`config.mk`:
```
export PLATFORM = sky130hd
export DESIGN_NAME = delay_and_sum
export DESIGN_NICKNAME = d
export VERILOG_FILES = /design/src/rtl/beamform_pkg.sv /design/src/rtl/sample_delay_line.sv /design/src/rtl/delay_and_sum.sv
export SDC_FILE = /design/constraint.sdc
export NUM_CORES = 2
export LEC_CHECK = 0
export BUFFER_PORTS_ARGS = -buffer_cell sky130_fd_sc_hd__buf_4
export CORE_UTILIZATION = 30
export DETAILED_ROUTE_END_ITERATION = 16
export PLACE_DENSITY = 0.41
export SYNTH_ARGS = -nofsm -noshare
export SYNTH_HDL_FRONTEND = slang
export SYNTH_SLANG_ARGS = --single-unit
```
`constraint.sdc`:
```
create_clock -name sck -period 5.9 [get_ports sck]
set_input_delay 0.295 -clock sck [delete_from_list [all_inputs] [get_ports sck]]
set_output_delay 0.295 -clock sck [all_outputs]
set_load 0.01 [all_outputs]
```
`src/rtl/beamform_pkg.sv`:
```
`default_nettype none
// ============================================================================
//  Module      : beamform_pkg
//  Description : Shared widths and sample types for the delay-and-sum
//                beamforming combiner.
//  Revision    : 1.0  - initial release
// ============================================================================
package beamform_pkg;

  localparam int DEFAULT_BIT_WIDTH = 24;
  localparam int DEFAULT_MAX_DELAY = 16;

  // One microphone sample and one full-precision four-way sum.
  typedef logic signed [DEFAULT_BIT_WIDTH-1:0] sample_t;
  typedef logic signed [DEFAULT_BIT_WIDTH+1:0] sum_t;

endpackage : beamform_pkg
`default_nettype wire

```
`src/rtl/sample_delay_line.sv`:
```
`default_nettype none
// ============================================================================
//  Module      : sample_delay_line
//  Description : One channel's circular sample buffer. Reads the sample that
//                is 'delay' sets old (read-before-write), bypasses the buffer
//                for a zero delay, and forces 0 while the requested delay
//                reaches back past what has been written since reset.
//  Revision    : 1.0  - initial release
// ============================================================================
module sample_delay_line
  import beamform_pkg::*;
#(
  parameter int BIT_WIDTH = DEFAULT_BIT_WIDTH,
  parameter int MAX_DELAY = DEFAULT_MAX_DELAY,
  parameter int DELAY_W   = $clog2(MAX_DELAY)
) (
  input  logic                        sck,
  input  logic                        rst_in,
  input  logic                        wr_en,
  input  logic [DELAY_W-1:0]          wr_ptr,
  input  logic [DELAY_W-1:0]          fill,
  input  logic [DELAY_W-1:0]          delay,
  input  logic signed [BIT_WIDTH-1:0] sample,
  output logic signed [BIT_WIDTH-1:0] delayed
);

  logic signed [BIT_WIDTH-1:0] mem [MAX_DELAY];
  logic [DELAY_W-1:0]          rd_addr;
  logic signed [BIT_WIDTH-1:0] tap;

  // Tap selection: modulo subtract wraps naturally since depth is a power of two.
  always_comb begin
    rd_addr = wr_ptr - delay;
    if (delay > fill) begin
      tap = '0;
    end else if (delay == '0) begin
      tap = sample;
    end else begin
      tap = mem[rd_addr];
    end
  end

  // Buffer write; contents deliberately survive reset.
  always_ff @(posedge sck) begin
    if (wr_en) begin
      mem[wr_ptr] <= sample;
    end
  end

  // S1 register holding this channel's aligned sample.
  always_ff @(posedge sck) begin
    if (!rst_in) begin
      delayed <= '0;
    end else if (wr_en) begin
      delayed <= tap;
    end
  end

endmodule : sample_delay_line
`default_nettype wire

```
`src/rtl/delay_and_sum.sv`:
```
`default_nettype none
// ============================================================================
//  Module      : delay_and_sum
//  Description : Four-channel fixed-delay beamforming combiner. Aligns each
//                microphone by a programmable sample delay and sums the four
//                aligned samples at full precision through a 3-stage pipeline.
//  Revision    : 1.0  - initial release
// ============================================================================
module delay_and_sum
  import beamform_pkg::*;
#(
  parameter int BIT_WIDTH = DEFAULT_BIT_WIDTH,
  parameter int MAX_DELAY = DEFAULT_MAX_DELAY,
  parameter int DELAY_W   = $clog2(MAX_DELAY)
) (
  input  logic                        sck,
  input  logic                        rst_in,
  input  logic signed [BIT_WIDTH-1:0] audio_in1,
  input  logic signed [BIT_WIDTH-1:0] audio_in2,
  input  logic signed [BIT_WIDTH-1:0] audio_in3,
  input  logic signed [BIT_WIDTH-1:0] audio_in4,
  input  logic                        audio_valid_in,
  input  logic [DELAY_W-1:0]          delay1,
  input  logic [DELAY_W-1:0]          delay2,
  input  logic [DELAY_W-1:0]          delay3,
  input  logic [DELAY_W-1:0]          delay4,
  input  logic                        delay_load,
  output logic signed [BIT_WIDTH+1:0] audio_out,
  output logic                        audio_valid_out
);

  localparam logic [DELAY_W-1:0] FILL_MAX = DELAY_W'(MAX_DELAY - 1);

  logic [DELAY_W-1:0]          wr_ptr;
  logic [DELAY_W-1:0]          fill;
  logic [DELAY_W-1:0]          dly    [4];
  logic signed [BIT_WIDTH-1:0] ch_in  [4];
  logic signed [BIT_WIDTH-1:0] s1     [4];
  logic signed [BIT_WIDTH:0]   sum12;
  logic signed [BIT_WIDTH:0]   sum34;
  logic                        v1;
  logic                        v2;

  assign ch_in[0] = audio_in1;
  assign ch_in[1] = audio_in2;
  assign ch_in[2] = audio_in3;
  assign ch_in[3] = audio_in4;

  // Shared write pointer and saturating count of sets written since reset.
  always_ff @(posedge sck) begin
    if (!rst_in) begin
      wr_ptr <= '0;
      fill   <= '0;
    end else if (audio_valid_in) begin
      wr_ptr <= wr_ptr + 1'b1;
      if (fill != FILL_MAX) begin
        fill <= fill + 1'b1;
      end
    end
  end

  // Delay registers; a sample arriving in the load cycle still sees the old values.
  always_ff @(posedge sck) begin
    if (!rst_in) begin
      dly[0] <= '0;
      dly[1] <= '0;
      dly[2] <= '0;
      dly[3] <= '0;
    end else if (delay_load) begin
      dly[0] <= delay1;
      dly[1] <= delay2;
      dly[2] <= delay3;
      dly[3] <= delay4;
    end
  end

  generate
    for (genvar k = 0; k < 4; k++) begin : g_ch
      sample_delay_line #(
        .BIT_WIDTH (BIT_WIDTH),
        .MAX_DELAY (MAX_DELAY),
        .DELAY_W   (DELAY_W)
      ) u_line (
        .sck     (sck),
        .rst_in  (rst_in),
        .wr_en   (audio_valid_in),
        .wr_ptr  (wr_ptr),
        .fill    (fill),
        .delay   (dly[k]),
        .sample  (ch_in[k]),
        .delayed (s1[k])
      );
    end
  endgenerate

  // S1 valid tracks the delay-line output registers.
  always_ff @(posedge sck) begin
    if (!rst_in) begin
      v1 <= 1'b0;
    end else begin
      v1 <= audio_valid_in;
    end
  end

  // S2: sign-extended pair sums.
  always_ff @(posedge sck) begin
    if (!rst_in) begin
      v2    <= 1'b0;
      sum12 <= '0;
      sum34 <= '0;
    end else begin
      v2 <= v1;
      if (v1) begin
        sum12 <= (BIT_WIDTH+1)'(s1[0]) + (BIT_WIDTH+1)'(s1[1]);
        sum34 <= (BIT_WIDTH+1)'(s1[2]) + (BIT_WIDTH+1)'(s1[3]);
      end
    end
  end

  // S3: final sum, held between valid pulses.
  always_ff @(posedge sck) begin
    if (!rst_in) begin
      audio_valid_out <= 1'b0;
      audio_out       <= '0;
    end else begin
      audio_valid_out <= v2;
      if (v2) begin
        audio_out <= (BIT_WIDTH+2)'(sum12) + (BIT_WIDTH+2)'(sum34);
      end
    end
  end

endmodule : delay_and_sum
`default_nettype wire
```
---- Yosys cells after proc, flatten, opt, wreduce, memory -nomap -nowiden ----
Memories as Yosys holds them, arrays and structs flattened.
Cells that the tools add are included.
Widths: inputs -> output; s select.
cells by class
  add/sub/neg operators ................... 9
  $lt $le $gt $ge ......................... 4
  equality and inequality tests ........... 1
  muxes and demuxes ....................... 18
  bitwise logic cells ..................... 4
  reductions and logical operators ........ 5
operators with widths
  cell                 number
  $mux 24              8
  $add 24x24->25       2
  $add 25x25->26       1
  $gt 4x4->1           4
  $logic_not 4->1      4
  $mux 4               4
  $sub 4x4->4          4
  $add 4x1->4 const B  2
  $mux 1               6
  $ne 4x4->1 const B   1
  $or 1x1->1           4
  $reduce_and 2->1     1
storage, ports and cells
  flip-flop bits (word level) ............. 183
  RAM bits ................................ 1552
  output and inout port bits .............. 27
  memories ................................ 5
memory list
  name                depth  width  rd ports  clocked after Yosys merged registers in  write ports  RTL line                 source
  g_ch[0].u_line.mem  16     24     1         0                                        1            sample_delay_line.sv:27  logic signed [BIT_WIDTH-1:0] mem [MAX_DELAY];
  g_ch[1].u_line.mem  16     24     1         0                                        1            sample_delay_line.sv:27
  g_ch[2].u_line.mem  16     24     1         0                                        1            sample_delay_line.sv:27
  g_ch[3].u_line.mem  16     24     1         0                                        1            sample_delay_line.sv:27
  dly                 4      4      4         0                                        4            delay_and_sum.sv:36      logic [DELAY_W-1:0] dly [4];

---- Logic depth before layout (Yosys ltp) ----
  depth in word-level cells ............... 4
  depth in mapped cells ................... 12
  gate-level depth less buffers ........... 10

---- Modules after synthesis ----
A second synthesis with hierarchy kept.
unflattened totals
  cells, all modules ...................... 4069
  area total of the unflattened synthesis .. 71529.9 um^2
by module, submodules not included
  module                                  times used  cells an instance  area each (um^2)  seq. area each (um^2)
  sample_delay_line (g_ch[0].u_line ...)  3           802                15929.0           12011.5
  sample_delay_line (g_ch[3].u_line)      1           789                16358.2           12011.5
  delay_and_sum                           1           874                7384.6            2222.1

---- Worst setup path after synthesis ----
OpenSTA, ideal clock, no wires.
  path type ............................... input port to flip-flop
  start point ............................. input port audio_valid_in
  end point ............................... memory g_ch[0].u_line.mem[0][0] (netlist bit) (enable)
  data arrival time ....................... 3146 ps
  path slack .............................. 2289 ps
  stages .................................. 3
  cell sequence ........................... buf_1 -> nor3b_1 -> and2_1
on the way
  cells in the longest elaborated chain, start to end .. 2
RTL lines
  what                          RTL line                 source
  from (decl)                   delay_and_sum.sv:22      input logic audio_valid_in,
  $mux 1                        sample_delay_line.sv:45  if (wr_en) begin
  $mux 1 (not written as such)  sample_delay_line.sv:46  mem[wr_ptr] <= sample;
  to (decl)                     sample_delay_line.sv:27
Every way passes these cells.

---- Worst setup path after layout ----
  start point ............................. register wr_ptr[0]
  end point ............................... register g_ch[0].u_line.delayed[11]
on the way
  cells in the longest elaborated chain, start to end .. 4
RTL lines
  what                    RTL line                 source
  from (decl)             delay_and_sum.sv:34      logic [DELAY_W-1:0] wr_ptr;
  from (signal assigned)  delay_and_sum.sv:55      wr_ptr <= wr_ptr + 1'b1;
  $sub 4x4->4             sample_delay_line.sv:33  rd_addr = wr_ptr - delay;
  $mem_v2 16x24           --
  $mux 24                 sample_delay_line.sv:36  end else if (delay == '0) begin
  $mux 24                 sample_delay_line.sv:34  if (delay > fill) begin
  to (signal assigned)    sample_delay_line.sv:55  delayed <= tap;
  to (decl)               sample_delay_line.sv:24  output logic signed [BIT_WIDTH-1:0] delayed
Every way passes these cells.
A chain may end at the register's enable or synchronous reset.

==> out/qor.yml <==
outcome: "finished clean"
arrival_ns: 4.70
synth-seq-area-share: 0.714
nNetsFinal: 4759
die-area_um2: 236000
grt_util_met1: 0.257
synth_area_leaders: "edfxtp_1 (66%), mux4_2 (12%), dfxtp_1 (5.2%)"
rows: 177
firstDrtPassIters: 5
drc: 0
p_leak_nw: 27.8
die_w_um: 486
portBuffers: 142
place_congestion: 0.790
grt_pass1_wl_mm: 307
synth_cells: 4186
crit_path_start_kind: "flop"
hold_ws_ns: 0.295
worstSkewPairLatency_ns: 0.86
ir_worst_vdd_v: 0.000224
wl_mm: 216
crit_path_max_fanout: 39
setup_viol: 0
fin_worst_skew_ns: 0.0513
viasPerCell: 4.98
dp_hpwl_mm: 119
ios: 143
yosysMostFrequentCell: "edfxtp_1"
ys.flop_type: "edfxtp_1"
drv_slew: 0
critical_path_required_ns: 6.56
synth_async_sr_flop_share: 0
cts_setup_buffers: 0
endpoint_kind: "flop"
cts_hold_buf: 130
coreArea_um2: 233000
critPathKind: "flop to flop"
yosys.area.top_type: "edfxtp_1"
wire_per_inst_um: 27.6
cts.sinks: 1735
powerDensity_nw_per_um2: 368
power.total_mw: 30.7
cts-buffers-inserted: 196
fin_area_um2: 83500
ys.warnings.count: 0
cts_resized: 0
antenna_found_initial: 39
yosysTopAreaCellShare: 0.662
drt_iter0_drc: 2931
avgSynthCellArea_um2: 16.8
fin_tns_setup_ns: 0
gr-total-overflow: 0
drv_cap: 0
slew_headroom: 0.249
cts_tree: "done"
hp-class: "input port to flop"
synthesis.area_um2: 70400
grt_pass1_vias: 40100
post_dp_cell_area_um2: 75700
grt_max_degree: 86
pre_cts_ws_ns: 1.85
h-tree-depth: 4
use_met2: 0.289
ys_types: 69
ys_top_cells_by_count: "edfxtp_1 (1552), nand2_1 (579), mux4_2 (384), nand3_1 (222), dfxtp_1 (183)"
finalHoldViolCount: 0
rsz0062_at_grt: "no"
start_util: 0.302
worst_pin_slew_ns: 1.13
clockBufferDepth: 3
drive_above_1_share: 0.204
die_y_um: 486
root_buffer: "clkbuf_16"
final.min_clock_period_ns: 4.04
ys_seq_elements: 1735
layout_setup_ws_ns: 1.86
clk_pin_slew_ns: 0.06
synth_edf_count: 1552
syn_nets: 4415
vias: 39000
post-route-period-util: 0.684
use_met3: 0.0306
grt_use_total: 0.183
grt-busiest-layer: "met2"
syn2layout_area_growth_pct: 18.7
ant_nets: 0
max_freq_mhz: 248
final timing paths:
check                      from                          to  slack [ns]  cells past startpoint
setup reg to reg      wr_ptr[0]  g_ch[0].u_line.delayed[11]        1.86                     11
hold / removal    audio_in2[15]  g_ch[1].u_line.mem[15][15]        0.30                      2
setup / recovery      wr_ptr[0]  g_ch[0].u_line.delayed[11]        1.86                     11
hold reg to reg       sum34[20]                   sum34[20]        0.46                      2
metrics by stage:
step	utilization	instances
after detailed placement	0.325	7334
after CTS	0.359	7828
after floorplan	-	4186
after global routing	0.359	7832
final	0.359	7834
after global placement	0.325	7333
flip-flops by register name, indices dropped and copies added (netlist names):
register,count
fill,4
wr_ptr,4
audio_out,26
g_ch.u_line.mem,1536
g_ch.u_line.delayed,96
v2,1
v1,1
audio_valid_out,1
sum12,25
sum34,25
dly,16
per-layer routing:
metal / vias up / share of wire
li1: 17200 / -
met1: 20600 / 0.46
met2: 908 / 0.46
met3: 301 / 0.047
met4: 26 / 0.026
met5: - / 0.00080
area by class of cell:
type                       instances  area, um2
sequential                      1735      50300
antenna                            6       15.0
clock inverter                   104       1100
fill                           21900     149000
inverter                          44        165
clock buffer                     260       5370
multi-input combinational       2187      19300
tap                             3132       3920
timing repair buffer             366       3380
cells by family (layout without fill, tap and decap cells):
group,count (synthesis),after routing,synth area share
mux,414,414,0.127
fa+ha+maj,113,113,0.0208
xor+xnor,70,70,0.00871
other cells,0,6,0
flops,1735,1735,0.714
simple gates,1118,1118,0.0729
compound gates,472,472,0.0404
buf+inv,264,774,0.0155
cells in the final DEF (no fill, tap or decap), types with 6 or more instances in the layout:
cell type / netlist / routed
clkbuf_1: 137 / 46
bufinv_16: 0 / 18
dlygate4sd3_1: 0 / 130
mux4_2: 384 / 384
clkinv_1: 0 / 42
buf_12: 0 / 23
edfxtp_1: 1552 / 1552
o211ai_1: 10 / 10
and2_1: 120 / 104
dfxtp_1: 183 / 183
clkbuf_8: 0 / 14
clkbuf_16: 0 / 200
diode_2: 0 / 6
nand3_1: 222 / 222
or3_1: 7 / 7
and4_1: 7 / 7
o21ai_0: 166 / 162
nor2_1: 66 / 61
nand2b_1: 13 / 13
nand2_1: 579 / 579
nand4_1: 12 / 12
xnor2_1: 39 / 35
mux2i_1: 30 / 30
o21bai_1: 9 / 9
buf_4: 7 / 212
xor2_1: 31 / 27
o21ai_1: 10 / 10
a211oi_1: 9 / 9
ha_1: 106 / 102
and2_4: 0 / 16
a21o_1: 26 / 26
clkinv_2: 0 / 26
inv_1: 44 / 44
nor3_1: 13 / 13
a21oi_1: 82 / 82
a31oi_1: 107 / 107
and3_1: 29 / 29
nor2b_1: 25 / 25
where the power goes:
group	total [mW]	leakage, nW	internal [mW]	switching [mW]
Sequential	13.9	15.5	13.6	0.270
Clock	12.3	3.15	7.19	5.07
Combinational	4.55	9.06	1.84	2.71
critical path, stage by stage (launching register included):
cell     delay [ns]
dfxtp_1        0.36
inv_1          0.44
ha_4           0.21
inv_1          0.05
fa_4           1.29
buf_4          0.37
buf_4          0.28
mux4_2         0.32
nand2_1        0.08
nand3_1        0.08
a31oi_1        0.22
o21ai_0        0.09
Note: power is estimated with default switching activity, not from simulation.
